===== src/rtl/sipo_pkg.sv =====
// -----------------------------------------------------------------------------
// sipo_pkg
// Shared definitions for the serial-in/parallel-out deserializer.
//   state_e : receiver FSM encodings (ST_PARITY is only reachable when the
//             design is built with SIPO_PARITY_CHECK_EN defined)
//   dir_e   : shift direction latched at the first bit of every word
//   parity_mismatch() : even-parity check helper
// -----------------------------------------------------------------------------
package sipo_pkg;

   typedef enum logic [1:0] {
      ST_IDLE   = 2'd0,
      ST_SHIFT  = 2'd1,
      ST_PARITY = 2'd2
   } state_e;

   // LSB-first shifts right (first bit ends in bit 0); MSB-first shifts left
   // (first bit ends in bit WIDTH-1).
   typedef enum logic {
      DIR_LSB_FIRST = 1'b0,
      DIR_MSB_FIRST = 1'b1
   } dir_e;

   // Even parity: data ones plus the parity bit must be an even count.
   // data_xor is the XOR-reduction of the received data word.
   function automatic logic parity_mismatch(input logic data_xor, input logic pbit);
      return data_xor ^ pbit;
   endfunction

endpackage


===== src/rtl/sipo_shift_core.sv =====
// -----------------------------------------------------------------------------
// sipo_shift_core
// Shift register, bit counter and per-word direction latch of the deserializer.
// The owning FSM decides when bits are accepted; this block only shifts.
//
// Ports
//   clk    in   1      rising-edge clock
//   rst    in   1      asynchronous active-high reset
//   sen    in   1      shift enable: shift sdata in using the latched direction
//   sdata  in   1      serial data bit
//   start  in   1      first bit of a new word: restart shreg/cnt, latch dir
//   dir    in   1      direction for the word being started (1 = MSB first)
//   word   out  WIDTH  shift register contents *after* this cycle's bit, so
//                      the owner can capture a completed word in the same cycle
//   cnt    out  CNT_W  bits received so far in the current word (registered)
// -----------------------------------------------------------------------------
module sipo_shift_core
   import sipo_pkg::*;
#(
   parameter int WIDTH = 4,
   parameter int CNT_W = 3
) (
   input  logic             clk,
   input  logic             rst,
   input  logic             sen,
   input  logic             sdata,
   input  logic             start,
   input  logic             dir,
   output logic [WIDTH-1:0] word,
   output logic [CNT_W-1:0] cnt
);

   logic [WIDTH-1:0] shreg_q, shreg_d;
   logic [CNT_W-1:0] cnt_q,   cnt_d;
   dir_e             dir_q,   dir_d;

   always_comb begin
      // NOTE: every combinational output gets a default first so no path
      // leaves it unassigned, which would otherwise infer a latch.
      shreg_d = shreg_q;
      cnt_d   = cnt_q;
      dir_d   = dir_q;

      if (start) begin
         // A new word discards whatever was partially collected; the first
         // bit lands at the end it will occupy once the word is complete
         // after the remaining WIDTH-1 shifts.
         dir_d = dir_e'(dir);
         cnt_d = CNT_W'(1);
         if (dir_e'(dir) == DIR_MSB_FIRST) begin
            shreg_d = {{(WIDTH-1){1'b0}}, sdata};
         end else begin
            shreg_d = {sdata, {(WIDTH-1){1'b0}}};
         end
      end else if (sen) begin
         cnt_d = cnt_q + CNT_W'(1);
         if (dir_q == DIR_MSB_FIRST) begin
            shreg_d = {shreg_q[WIDTH-2:0], sdata};
         end else begin
            shreg_d = {sdata, shreg_q[WIDTH-1:1]};
         end
      end
   end

   always_ff @(posedge clk or posedge rst) begin
      if (rst) begin
         // NOTE: the shift register is a handful of flops, not a RAM, so it
         // is reset along with the rest of the state.
         shreg_q <= '0;
         cnt_q   <= '0;
         dir_q   <= DIR_LSB_FIRST;
      end else begin
         // NOTE: non-blocking assignments for all state so every flop sees
         // the pre-edge values regardless of statement order.
         shreg_q <= shreg_d;
         cnt_q   <= cnt_d;
         dir_q   <= dir_d;
      end
   end

   assign word = shreg_d;
   assign cnt  = cnt_q;

endmodule


===== src/rtl/sipo_deserializer.sv =====
// -----------------------------------------------------------------------------
// sipo_deserializer
// Serial-in/parallel-out receiver. Collects a framed serial bit stream
// (MSB- or LSB-first, chosen per word) into WIDTH-bit words and presents each
// word in a one-entry output buffer with a valid/ready handshake. A word that
// completes while the buffer is full and not being drained is dropped and
// raises the sticky overrun flag.
//
// Build option
//   SIPO_PARITY_CHECK_EN : when defined, each word is followed by one even
//                          parity bit; par_err reports a mismatch alongside
//                          dout. When undefined, par_err is tied 0.
//
// Parameters
//   WIDTH  data bits per word (>= 2)
//   CNT_W  bit-counter width, 2**CNT_W > WIDTH
//
// Ports
//   clk         in   1      rising-edge clock
//   rst         in   1      asynchronous active-high reset
//   sen         in   1      serial bit strobe; sdata sampled only when sen=1
//   sdata       in   1      serial data bit
//   sframe      in   1      with sen, marks the first bit of a word (resyncs)
//   msb_first   in   1      direction for the word being started
//   dout        out  WIDTH  received word
//   dout_valid  out  1      output buffer holds a word
//   dout_ready  in   1      consumer accepts (transfer on valid & ready)
//   ovr_clr     in   1      clears overrun
//   overrun     out  1      sticky: a completed word was dropped
//   busy        out  1      mid-word (registered state != IDLE)
//   par_err     out  1      parity mismatch of the word in dout
// -----------------------------------------------------------------------------
module sipo_deserializer
   import sipo_pkg::*;
#(
   parameter int WIDTH = 4,
   parameter int CNT_W = 3
) (
   input  logic             clk,
   input  logic             rst,
   input  logic             sen,
   input  logic             sdata,
   input  logic             sframe,
   input  logic             msb_first,
   output logic [WIDTH-1:0] dout,
   output logic             dout_valid,
   input  logic             dout_ready,
   input  logic             ovr_clr,
   output logic             overrun,
   output logic             busy,
   output logic             par_err
);

   state_e           state_q, state_d;
   logic [WIDTH-1:0] dout_q,  dout_d;
   logic             valid_q, valid_d;
   logic             ovr_q,   ovr_d;

   logic             start;      // framed bit: begins a word in any state
   logic             shift_en;   // ordinary data bit of the current word
   logic             last_bit;   // shift_en landing the WIDTH-th data bit
   logic             word_done;  // a complete word is offered to the buffer
   logic             drop;       // offered word lost to a full buffer
   logic             word_perr;  // parity verdict for the offered word
   logic [WIDTH-1:0] word;
   logic [CNT_W-1:0] cnt;

   // --------------------------------------------------------------------------
   // Bit qualification
   // --------------------------------------------------------------------------
   assign start    = sen & sframe;
   assign shift_en = sen & ~sframe & (state_q == ST_SHIFT);
   assign last_bit = shift_en & (cnt == CNT_W'(WIDTH - 1));

`ifdef SIPO_PARITY_CHECK_EN
   // The parity bit is not shifted; shreg already holds the full word, so
   // the core's word output is the held value during the PARITY cycle.
   assign word_done = sen & ~sframe & (state_q == ST_PARITY);
   assign word_perr = parity_mismatch(^word, sdata);
`else
   assign word_done = last_bit;
   assign word_perr = 1'b0;
`endif

   sipo_shift_core #(
      .WIDTH (WIDTH),
      .CNT_W (CNT_W)
   ) u_core (
      .clk   (clk),
      .rst   (rst),
      .sen   (shift_en),
      .sdata (sdata),
      .start (start),
      .dir   (msb_first),
      .word  (word),
      .cnt   (cnt)
   );

   // --------------------------------------------------------------------------
   // FSM
   // --------------------------------------------------------------------------
   always_comb begin
      state_d = state_q;
      if (start) begin
         state_d = ST_SHIFT;
      end else if (last_bit) begin
`ifdef SIPO_PARITY_CHECK_EN
         state_d = ST_PARITY;
`else
         state_d = ST_IDLE;
`endif
      end else if (word_done) begin
         state_d = ST_IDLE;
      end
   end

   always_ff @(posedge clk or posedge rst) begin
      if (rst) begin
         state_q <= ST_IDLE;
      end else begin
         state_q <= state_d;
      end
   end

   // --------------------------------------------------------------------------
   // Output buffer and overrun
   // --------------------------------------------------------------------------
   always_comb begin
      dout_d  = dout_q;
      valid_d = valid_q;
      drop    = 1'b0;
      if (word_done) begin
         // A word finishing in the handshake cycle replaces the one leaving,
         // so back-to-back words need no idle gap.
         if (!valid_q || dout_ready) begin
            dout_d  = word;
            valid_d = 1'b1;
         end else begin
            drop = 1'b1;
         end
      end else if (valid_q && dout_ready) begin
         valid_d = 1'b0;
      end
      // A drop in the same cycle as ovr_clr must leave the flag set.
      ovr_d = drop | (ovr_q & ~ovr_clr);
   end

   always_ff @(posedge clk or posedge rst) begin
      if (rst) begin
         dout_q  <= '0;
         valid_q <= 1'b0;
         ovr_q   <= 1'b0;
      end else begin
         dout_q  <= dout_d;
         valid_q <= valid_d;
         ovr_q   <= ovr_d;
      end
   end

`ifdef SIPO_PARITY_CHECK_EN
   logic perr_q, perr_d;

   always_comb begin
      perr_d = perr_q;
      if (word_done && (!valid_q || dout_ready)) begin
         perr_d = word_perr;
      end
   end

   always_ff @(posedge clk or posedge rst) begin
      if (rst) begin
         perr_q <= 1'b0;
      end else begin
         perr_q <= perr_d;
      end
   end

   assign par_err = perr_q;
`else
   assign par_err = word_perr;
`endif

   assign dout       = dout_q;
   assign dout_valid = valid_q;
   assign overrun    = ovr_q;
   assign busy       = (state_q != ST_IDLE);

endmodule


===== config.mk =====
export PLATFORM = sky130hd
export DESIGN_NAME = sipo_deserializer
export DESIGN_NICKNAME = d
export VERILOG_FILES = /design/src/rtl/sipo_pkg.sv /design/src/rtl/sipo_shift_core.sv /design/src/rtl/sipo_deserializer.sv
export SDC_FILE = /design/constraint.sdc
export NUM_CORES = 1
export LEC_CHECK = 0
export ABC_CLOCK_PERIOD_IN_PS = 4300
export CORE_MARGIN = 10
export CORE_UTILIZATION = 52
export DETAILED_ROUTE_END_ITERATION = 10
export PLACE_DENSITY = 0.81
export SLEW_MARGIN = 25
export SYNTH_ARGS = -nofsm -noshare
export SYNTH_HDL_FRONTEND = slang
export SYNTH_SLANG_ARGS = --single-unit

===== constraint.sdc =====
create_clock -name clk -period 4.3 [get_ports clk]
set_input_delay 0.645 -clock clk [delete_from_list [all_inputs] [get_ports clk]]
set_output_delay 0.645 -clock clk [all_outputs]
set_load 0.005 [all_outputs]

* Yosys cells after proc, flatten, opt, wreduce, memory -nomap -nowiden
Index checks and enable logic that the tools add are counted.
** Operators by class
- Add/sub/neg operators :: 1
- Equal/unequal tests :: 3
- Multiplexer cells :: 13
- Bitwise operators :: 8
- Reductions and logical operators :: 9
** Operators with widths (count)
- $mux W4 :: 4
- $reduce_bool A2 Y1 :: 4
- $mux W3 :: 2
- $and A1 B1 Y1 :: 5
- $mux W1 :: 5
- $mux W2 :: 2
- $reduce_and A2 Y1 :: 2
- $add A3 B1 Y3 const B :: 1
- $eq A3 B2 Y1 const B :: 1
- $eq A2 B1 Y1 const B :: 1
- $ne A2 B1 Y1 const B :: 1
- $not A1 Y1 :: 2
- $logic_and A1 B1 Y1 :: 1
- $logic_not A1 Y1 :: 1
- $logic_or A1 B1 Y1 :: 1
- $or A1 B1 Y1 :: 1
** Word-level totals
- Flip-flop bits (word level) :: 16
- Bits of input ports :: 8
- Output and inout bits :: 8
- Word-level logic and storage cells :: 41

* Logic depth before layout (Yosys ltp)
Gate-level depths: netlist of run 1.
- Depth in word-level cells :: 6
- Gate-level depth with buffers :: 5
- Gate-level depth less buffers :: 5

* By module
A second synthesis of run 1 with hierarchy kept.
** Second synthesis, totals
- Cell total of the unflattened synthesis :: 61
- Area total of the unflattened synthesis :: 732.0 um2
** Modules (own cells, without submodules)
- sipo_shift_core :: times used 1, cells each 36, area an instance 406.6 um2, seq. area each 200.2 um2
- sipo_deserializer :: times used 1, cells each 25, area an instance 325.3 um2, seq. area each 175.2 um2

* Worst setup path after synthesis of run 1
No wires, ideal clock.
- Path kind :: input -> register
- Start :: input sen
- End :: register dout_q[0], in the netlist dout[0]
- Library setup time :: 0.125 ns
- Data arrival time :: 1.412 ns
- Data required time :: 4.175 ns
- Setup slack :: 2.763 ns
- Stages :: 4
- Path buffers :: 1
- Cell sequence :: buf_4 -> nand4b_2 -> nor2b_4 -> mux2_2
** Between the ends
- Cells in the longest elaborated chain, start to end :: 4
- Elaborated cells between the ends (all ways) :: 7
- Those cells by class :: mux (2); bitwise (4); reduce/logical (1)
** RTL lines
- start: declaration :: line sipo_deserializer.sv:41 : input logic sen,
- $and A1 B1 Y1 (2 in a row) :: line sipo_deserializer.sv:72 : assign shift_en = sen & ~sframe & (state_q == ST_SHIFT);
- $mux W4 or $and A1 B1 Y1 (tied branches) :: line sipo_shift_core.sv:55, sipo_deserializer.sv:73
- $mux W4 or $reduce_and A2 Y1 (tied branches)
- end signal: assignment :: line sipo_deserializer.sv:154 : dout_q <= dout_d;
- end: declaration :: line sipo_deserializer.sv:55 : logic [WIDTH-1:0] dout_q, dout_d;
Several ways; a longest one is shown, not always the timed one.
A chain may end at the register's enable or synchronous reset.

* Worst setup path after layout of run 1
- Start :: register state_q[0]
- End :: output busy
** Between the ends
- Cells in the longest elaborated chain, start to end :: 1
** RTL lines
- start: declaration :: line sipo_deserializer.sv:54 : state_e state_q, state_d;
- start signal: assignment :: line sipo_deserializer.sv:121 : state_q <= state_d;
- $reduce_bool A2 Y1 :: line sipo_deserializer.sv:186 : assign busy = (state_q != ST_IDLE);
- end: declaration :: line sipo_deserializer.sv:50 : output logic busy,
No other way between the ends.

==> run_summary.xml, run 1 <==
<?xml version="1.0" encoding="UTF-8"?>
<metrics>
  <group name="global_route">
    <metric name="overall_overflow_remaining_after_global_route" unit="">0</metric>
    <metric name="grt_usage" unit="">0.0996</metric>
    <metric name="antenna_found_initial" unit="">0</metric>
    <metric name="first_global_vias" unit="">563</metric>
    <metric name="wire_length_of_the_first_global_routing_pass" unit="µm">2680</metric>
    <metric name="largest_net_degree_at_the_start_of_global_routing" unit="">16</metric>
  </group>
  <group name="setup_path">
    <metric name="classification_of_the_worst_setup_path" unit="">reg -&gt; out</metric>
    <metric name="endpoint_type_of_the_worst_setup_path" unit="">output port</metric>
    <metric name="cp_data_arrival_time" unit="ps">1320</metric>
    <metric name="worst_r2r_path_depth" unit="">5</metric>
    <metric name="cp_data_required_time" unit="ps">3650</metric>
    <metric name="critical_path.reg2reg.endpoint" unit="">dout[1]</metric>
    <metric name="critical_path.n_buffers_inverters" unit="">1</metric>
    <metric name="crit-reg2reg-launch" unit="">u_core.cnt[0]</metric>
    <metric name="timing.reg2reg.setup_slack" unit="ps">2760</metric>
    <metric name="setup.worst_path.start_class" unit="">register</metric>
    <metric name="crit_path_max_incr_delay" unit="ps">550</metric>
    <metric name="worst_path_dominant_cell_family" unit="">buffers and inverters</metric>
    <metric name="cpMaxStageDelayCell" unit="">sky130_fd_sc_hd__clkdlybuf4s50_1</metric>
    <metric name="crit_path_cell_trace" unit="">clkdlybuf4s50_1</metric>
    <metric name="crit_fanout" unit="">8</metric>
  </group>
  <group name="die">
    <metric name="fp.dieW" unit="µm">58.2</metric>
    <metric name="start_util" unit="">0.569</metric>
    <metric name="pin_count" unit="">16</metric>
    <metric name="std_cell_rows" unit="">13</metric>
    <metric name="fp.dieH" unit="µm">58.2</metric>
    <metric name="coreArea" unit="µm²">1330</metric>
    <metric name="die_area" unit="µm²">3390</metric>
  </group>
  <group name="yosys">
    <metric name="synth_top_area_share" unit="">0.494</metric>
    <metric name="synth-seq-area-share" unit="">0.494</metric>
    <metric name="synthDominantAreaCellType" unit="">sky130_fd_sc_hd__dfrtp_1</metric>
    <metric name="synth.ff_latch_count" unit="">15</metric>
    <metric name="yosys.cell_types.count" unit="">26</metric>
    <metric name="netlist_instances" unit="">71</metric>
    <metric name="synth_nets" unit="">81</metric>
    <metric name="yosysWarningCount" unit="">0</metric>
    <metric name="syn_avg_cell_area" unit="µm²">10.7</metric>
    <metric name="synth.cell_area" unit="µm²">759</metric>
    <metric name="ys_top_cells_by_area" unit="">sky130_fd_sc_hd__dfrtp_1, sky130_fd_sc_hd__mux2_2, sky130_fd_sc_hd__o21ai_0</metric>
  </group>
  <group name="cts">
    <metric name="htree_levels" unit="">1</metric>
    <metric name="numClockSinks" unit="">15</metric>
    <metric name="clock_tree.buffer_depth" unit="">2</metric>
    <metric name="cts_resized" unit="">0</metric>
    <metric name="postCtsSetupBuffers" unit="">0</metric>
    <metric name="clk-insertion-delay-late" unit="ps">280</metric>
    <metric name="cts_tree" unit="">yes</metric>
    <metric name="cts.clk_slew.worst_paths" unit="ps">80</metric>
    <metric name="tritoncts.num_buffers" unit="">3</metric>
    <metric name="holdBufCountCts" unit="">0</metric>
    <metric name="clock-root-buffer" unit="">sky130_fd_sc_hd__clkbuf_4</metric>
  </group>
  <group name="detailed_routing">
    <metric name="post_drt_wl_per_cell" unit="µm">15.8</metric>
    <metric name="first_iter_violations" unit="">21</metric>
    <metric name="vias_per_cell" unit="">5.80</metric>
    <metric name="routed-via-count" unit="">586</metric>
    <metric name="drc" unit="">0</metric>
    <metric name="detailedRoute.firstPassIterationCount" unit="">4</metric>
    <metric name="final_antenna_net_count" unit="">0</metric>
    <metric name="drt_wl_total" unit="µm">1600</metric>
  </group>
  <group name="pwr">
    <metric name="cell_internal_pwr" unit="µW">320</metric>
    <metric name="max-vdd-ir-drop" unit="V">0.000258</metric>
    <metric name="power.sequential.fraction" unit="">0.479</metric>
    <metric name="power_density_cells" unit="nW/µm²">500</metric>
    <metric name="switching_power" unit="µW">143</metric>
    <metric name="cellLeakagePower" unit="µW">0.000426</metric>
    <metric name="p_clk_frac" unit="">0.170</metric>
    <metric name="switching_share" unit="">0.309</metric>
    <metric name="power.combinational.fraction" unit="">0.351</metric>
  </group>
  <group name="cells_and_area">
    <metric name="final_cell_area" unit="µm²">925</metric>
    <metric name="most-common-layout-cells" unit="">sky130_fd_sc_hd__dfrtp_1, sky130_fd_sc_hd__clkdlybuf4s50_1, sky130_fd_sc_hd__o21ai_0</metric>
    <metric name="fraction_of_layout_cells_with_a_size_suffix_above_1" unit="">0.174</metric>
    <metric name="synth_to_final_area_change" unit="%">21.7</metric>
    <metric name="count_of_nets_after_finishing" unit="">97</metric>
    <metric name="diodes" unit="">0</metric>
    <metric name="layout.cells.most_common" unit="">sky130_fd_sc_hd__dfrtp_1</metric>
    <metric name="non_filler_instances" unit="">101</metric>
  </group>
  <group name="placement">
    <metric name="numPlacedInstances" unit="">97</metric>
    <metric name="placement.cell_area" unit="µm²">898</metric>
    <metric name="gp_congestion" unit="">0.838</metric>
    <metric name="detailed_place_hpwl" unit="µm">1240</metric>
    <metric name="port_buffers" unit="">14</metric>
  </group>
  <group name="worst_hold_path">
    <metric name="worstHoldEndpoint" unit="">u_core.cnt[2]</metric>
    <metric name="worst_hold_startpoint" unit="">u_core.cnt[2]</metric>
    <metric name="worst_hold_path_type" unit="">reg -&gt; reg</metric>
    <metric name="worstHoldPathCells" unit="">2</metric>
  </group>
  <group name="timing">
    <metric name="tightestPinTransition" unit="ps">576</metric>
    <metric name="final_max_slew_viol_count" unit="">0</metric>
    <metric name="grt_setup_unrepaired" unit="">false</metric>
    <metric name="finalCritPeriodShare" unit="">0.457</metric>
    <metric name="aggregate_negative_setup_slack" unit="ps">0</metric>
    <metric name="timing.max_slew.rel_slack" unit="">0.616</metric>
    <metric name="timing.fmax" unit="MHz">509</metric>
    <metric name="final_setup_violation_count" unit="">0</metric>
    <metric name="final.setup_skew" unit="ps">2.79</metric>
    <metric name="min_period" unit="ps">1960</metric>
    <metric name="hold_viol" unit="">0</metric>
  </group>
  <group name="flow_run">
    <metric name="reported_max_cap_violation_count" unit="">0</metric>
  </group>
  <group name="status">
    <metric name="run_status" unit="">finished clean</metric>
  </group>
</metrics>
kinds of logic (layout without fill, tap and decap cells):
| family | count (synthesis) | count (layout) | share of synthesized area |
|---|---|---|---|
| AOI/OAI and AO/OA | 17 | 17 | 0.142 |
| and+or+nand+nor | 21 | 21 | 0.163 |
| muxes | 8 | 8 | 0.117 |
| other | 1 | 1 | 0.00494 |
| buffers and inverters | 7 | 22 | 0.0461 |
| DFF | 15 | 15 | 0.494 |
| adders and majority gates | 2 | 2 | 0.0329 |
worst max path at each step:
stage                     depth (start not counted)  slack [ps]  startpoint      end
after global routing                              4        2260      sframe  dout[0]
after floorplan                                   4        2760         sen  dout[0]
after detailed placement                          4        2030      sframe  dout[1]
after global placement                            4        2090      sframe  dout[3]
final                                             1        2340  state_q[0]     busy
after CTS                                         1        2320  state_q[0]     busy
cell usage after synthesis:
| master | number |
|---|---|
| sky130_fd_sc_hd__a2111o_1 | 1 |
| sky130_fd_sc_hd__a21oi_1 | 1 |
| sky130_fd_sc_hd__a22o_2 | 1 |
| sky130_fd_sc_hd__and2_1 | 1 |
| sky130_fd_sc_hd__and2_2 | 1 |
| sky130_fd_sc_hd__and2b_2 | 1 |
| sky130_fd_sc_hd__buf_2 | 1 |
| sky130_fd_sc_hd__buf_4 | 2 |
| sky130_fd_sc_hd__conb_1 | 1 |
| sky130_fd_sc_hd__dfrtp_1 | 15 |
| sky130_fd_sc_hd__ha_1 | 2 |
| sky130_fd_sc_hd__inv_1 | 4 |
| sky130_fd_sc_hd__mux2_2 | 7 |
| sky130_fd_sc_hd__mux2i_1 | 1 |
| sky130_fd_sc_hd__nand2_1 | 8 |
| sky130_fd_sc_hd__nand2b_1 | 2 |
| sky130_fd_sc_hd__nand4b_2 | 1 |
| sky130_fd_sc_hd__nor2_1 | 2 |
| sky130_fd_sc_hd__nor2b_1 | 2 |
| sky130_fd_sc_hd__nor2b_4 | 1 |
| sky130_fd_sc_hd__nor3_1 | 2 |
| sky130_fd_sc_hd__o21a_1 | 1 |
| sky130_fd_sc_hd__o21ai_0 | 9 |
| sky130_fd_sc_hd__o22ai_1 | 2 |
| sky130_fd_sc_hd__o2bb2ai_1 | 1 |
| sky130_fd_sc_hd__o31ai_1 | 1 |
state kept, by name (all words and copies together) (netlist names):
name and count:
dout 4, dout_valid 1, overrun 1, state_q 1
u_core.cnt 3, u_core.dir_q 1, u_core.shreg_q 4
power groups by stage:
stage | registers, µW | clock network, µW | logic (µW)
6_report | 222 | 78.7 | 162
5_1_grt | 227 | 89.8 | 182
4_1_cts | 221 | 83.7 | 166
3_5_place_dp | 224 | 0 | 164
3_3_place_gp | 221 | 0 | 158
2_1_floorplan | 217 | 0 | 92.5
per-stage QoR:
stage,utilization,power (µW),setup WS [ps],hold WS [ps]
2_1_floorplan,-,310,2760,449
3_3_place_gp,0.674,379,2090,468
3_5_place_dp,0.674,388,2030,483
4_1_cts,0.693,470,2320,503
5_1_grt,0.693,499,2260,537
6_report,0.693,463,2340,503
layer usage:
metal / up-vias / routed length (µm) / global-route usage
met5: - / 0 / 0
met4: 0 / 34 / 0.0604
met3: 6 / 138 / 0.0370
met2: 27 / 755 / 0.150
met1: 275 / 668 / 0.117
li1: 278 / - / -
area by class of cell:
| type | count | area (µm²) |
|---|---|---|
| sequential | 15 | 375 |
| clock buffer | 4 | 26.3 |
| inverter | 4 | 15.0 |
| timing repair buffer | 14 | 140 |
| multi-input combinational | 49 | 349 |
| tap | 15 | 18.8 |
| fill | 113 | 409 |
Power figures use the tool's default switching activity.
==> run 2: changes to the inputs <==
--- a/config.mk
+++ b/config.mk
@@ -5,11 +5,11 @@
 export SDC_FILE = /design/constraint.sdc
 export NUM_CORES = 1
 export LEC_CHECK = 0
-export ABC_CLOCK_PERIOD_IN_PS = 4300
+export ABC_CLOCK_PERIOD_IN_PS = 1900
 export CORE_MARGIN = 10
-export CORE_UTILIZATION = 52
+export CORE_UTILIZATION = 48
 export DETAILED_ROUTE_END_ITERATION = 10
-export PLACE_DENSITY = 0.81
+export PLACE_DENSITY = 0.76
 export SLEW_MARGIN = 25
 export SYNTH_ARGS = -nofsm -noshare
 export SYNTH_HDL_FRONTEND = slang
==> constraint.sdc (replaced) <==
create_clock -name clk -period 1.9 [get_ports clk]
set_input_delay 0.285 -clock clk [delete_from_list [all_inputs] [get_ports clk]]
set_output_delay 0.285 -clock clk [all_outputs]
set_load 0.005 [all_outputs]
==> run_summary.xml, run 2 (synthesis results as in run 1) <==
<?xml version="1.0" encoding="UTF-8"?>
<metrics>
  <group name="pwr">
    <metric name="max-vdd-ir-drop" unit="V">0.000489</metric>
    <metric name="power.sequential.fraction" unit="">0.477</metric>
    <metric name="power.combinational.fraction" unit="">0.349</metric>
    <metric name="cellLeakagePower" unit="µW">0.000436</metric>
    <metric name="power_density_cells" unit="nW/µm²">1110</metric>
    <metric name="cell_internal_pwr" unit="µW">726</metric>
    <metric name="switching_power" unit="µW">317</metric>
    <metric name="p_clk_frac" unit="">0.174</metric>
    <metric name="finalPower" unit="µW">1040</metric>
    <metric name="switching_share" unit="">0.304</metric>
  </group>
  <group name="global_route">
    <metric name="grt_usage" unit="">0.0897</metric>
    <metric name="antenna_found_initial" unit="">0</metric>
    <metric name="largest_net_degree_at_the_start_of_global_routing" unit="">16</metric>
    <metric name="wire_length_of_the_first_global_routing_pass" unit="µm">2450</metric>
    <metric name="first_global_vias" unit="">564</metric>
    <metric name="overall_overflow_remaining_after_global_route" unit="">0</metric>
  </group>
  <group name="cts">
    <metric name="clk-insertion-delay-late" unit="ps">290</metric>
    <metric name="clock-root-buffer" unit="">sky130_fd_sc_hd__clkbuf_4</metric>
    <metric name="postCtsSetupBuffers" unit="">0</metric>
    <metric name="cts_tree" unit="">yes</metric>
    <metric name="clock_tree.buffer_depth" unit="">2</metric>
    <metric name="cts_resized" unit="">0</metric>
    <metric name="numClockSinks" unit="">15</metric>
    <metric name="holdBufCountCts" unit="">0</metric>
    <metric name="htree_levels" unit="">1</metric>
    <metric name="cts.clk_slew.worst_paths" unit="ps">80</metric>
    <metric name="tritoncts.num_buffers" unit="">3</metric>
  </group>
  <group name="setup_path">
    <metric name="worst_r2r_path_depth" unit="">5</metric>
    <metric name="crit_fanout" unit="">8</metric>
    <metric name="critical_path.reg2reg.endpoint" unit="">dout[3]</metric>
    <metric name="crit_path_cell_trace" unit="">clkdlybuf4s50_1</metric>
    <metric name="endpoint_type_of_the_worst_setup_path" unit="">output port</metric>
    <metric name="worst_path_dominant_cell_family" unit="">buffers and inverters</metric>
    <metric name="cp_data_arrival_time" unit="ps">1320</metric>
    <metric name="timing.reg2reg.setup_slack" unit="ps">350</metric>
    <metric name="cpMaxStageDelayCell" unit="">sky130_fd_sc_hd__clkdlybuf4s50_1</metric>
    <metric name="crit-reg2reg-launch" unit="">u_core.cnt[1]</metric>
    <metric name="critical_path.n_buffers_inverters" unit="">1</metric>
    <metric name="crit_path_max_incr_delay" unit="ps">550</metric>
    <metric name="cp_data_required_time" unit="ps">1620</metric>
    <metric name="setup.worst_path.start_class" unit="">register</metric>
    <metric name="classification_of_the_worst_setup_path" unit="">reg -&gt; out</metric>
  </group>
  <group name="die">
    <metric name="pin_count" unit="">16</metric>
    <metric name="fp.dieW" unit="µm">59.8</metric>
    <metric name="coreArea" unit="µm²">1510</metric>
    <metric name="fp.dieH" unit="µm">59.8</metric>
    <metric name="start_util" unit="">0.504</metric>
    <metric name="std_cell_rows" unit="">14</metric>
    <metric name="die_area" unit="µm²">3570</metric>
  </group>
  <group name="timing">
    <metric name="final_setup_violation_count" unit="">0</metric>
    <metric name="worst_slack" unit="ps">294</metric>
    <metric name="final.setup_skew" unit="ps">1.80</metric>
    <metric name="tightestPinTransition" unit="ps">574</metric>
    <metric name="final_max_slew_viol_count" unit="">0</metric>
    <metric name="aggregate_negative_setup_slack" unit="ps">0</metric>
    <metric name="grt_setup_unrepaired" unit="">false</metric>
    <metric name="finalCritPeriodShare" unit="">0.845</metric>
    <metric name="timing.fmax" unit="MHz">623</metric>
    <metric name="timing.max_slew.rel_slack" unit="">0.617</metric>
    <metric name="hold_viol" unit="">0</metric>
    <metric name="min_period" unit="ps">1610</metric>
  </group>
  <group name="cells_and_area">
    <metric name="diodes" unit="">0</metric>
    <metric name="layout.cells.most_common" unit="">sky130_fd_sc_hd__dfrtp_1</metric>
    <metric name="filler_cell_count" unit="">129</metric>
    <metric name="synth_to_final_area_change" unit="%">23.9</metric>
    <metric name="most-common-layout-cells" unit="">sky130_fd_sc_hd__dfrtp_1, sky130_fd_sc_hd__clkdlybuf4s50_1, sky130_fd_sc_hd__o21ai_0</metric>
    <metric name="ff_latch_area" unit="µm²">375</metric>
    <metric name="fraction_of_layout_cells_with_a_size_suffix_above_1" unit="">0.193</metric>
    <metric name="count_of_nets_after_finishing" unit="">99</metric>
    <metric name="multiInputGateArea" unit="µm²">349</metric>
    <metric name="final_cell_area" unit="µm²">941</metric>
  </group>
  <group name="placement">
    <metric name="port_buffers" unit="">14</metric>
    <metric name="preCtsSetupSlack" unit="ps">255</metric>
    <metric name="gp_congestion" unit="">0.747</metric>
    <metric name="placement.cell_area" unit="µm²">915</metric>
    <metric name="detailed_place_hpwl" unit="µm">1140</metric>
  </group>
  <group name="detailed_routing">
    <metric name="routed-via-count" unit="">576</metric>
    <metric name="final_antenna_net_count" unit="">0</metric>
    <metric name="drt_wl_total" unit="µm">1470</metric>
    <metric name="first_iter_violations" unit="">14</metric>
    <metric name="detailedRoute.firstPassIterationCount" unit="">4</metric>
    <metric name="vias_per_cell" unit="">5.54</metric>
    <metric name="post_drt_wl_per_cell" unit="µm">14.1</metric>
    <metric name="drc" unit="">0</metric>
  </group>
  <group name="flow_run">
    <metric name="reported_max_cap_violation_count" unit="">0</metric>
  </group>
  <group name="status">
    <metric name="run_status" unit="">finished clean</metric>
  </group>
  <group name="worst_hold_path">
    <metric name="worst_hold_path_type" unit="">in -&gt; async</metric>
  </group>
</metrics>
run 2: changes by cell type in the layout (fill, tap and decap cells not counted), sizes merged:
cell,delta
buf,+2
run 2: metal layers:
metal / vias up / part of all wire / track usage
li1: 282 / - / -
met1: 272 / 0.42 / 0.109
met2: 17 / 0.43 / 0.119
met3: 5 / 0.12 / 0.0530
met4: 0 / 0.027 / 0.0481
met5: - / 0 / 0
run 2: how the worst max path moves through the flow:
stage	from	to	cells past startpoint
floorplan	u_core.cnt[1]	dout[0]	5
global route	state_q[0]	busy	1
finish	state_q[0]	busy	1
detailed placement	sframe	dout[3]	4
global placement	sframe	dout[0]	4
CTS	state_q[0]	busy	1
run 2: power by group through the flow:
stage / sequential [µW] / clock, µW / combinational, µW
final: 498 / 181 / 364
after floorplan: 492 / 0 / 209
after detailed placement: 506 / 0 / 369
after global placement: 500 / 0 / 360
after CTS: 499 / 190 / 373
after global routing: 515 / 209 / 409
run 2: layout make-up:
type	instances	area share
Tap cell	16	0.0213
Clock buffer	4	0.0279
Timing Repair Buffer	16	0.165
Sequential cell	15	0.399
Multi-Input combinational cell	49	0.371
Inverter	4	0.0160
run 2: per-stage QoR:
step           hold slack (ps)  utilization  instances
6_report                   354        0.625        104
2_1_floorplan              186            -         71
4_1_cts                    360        0.625        104
3_3_place_gp               463        0.607        100
3_5_place_dp               490        0.607        100
5_1_grt                    397        0.625        104
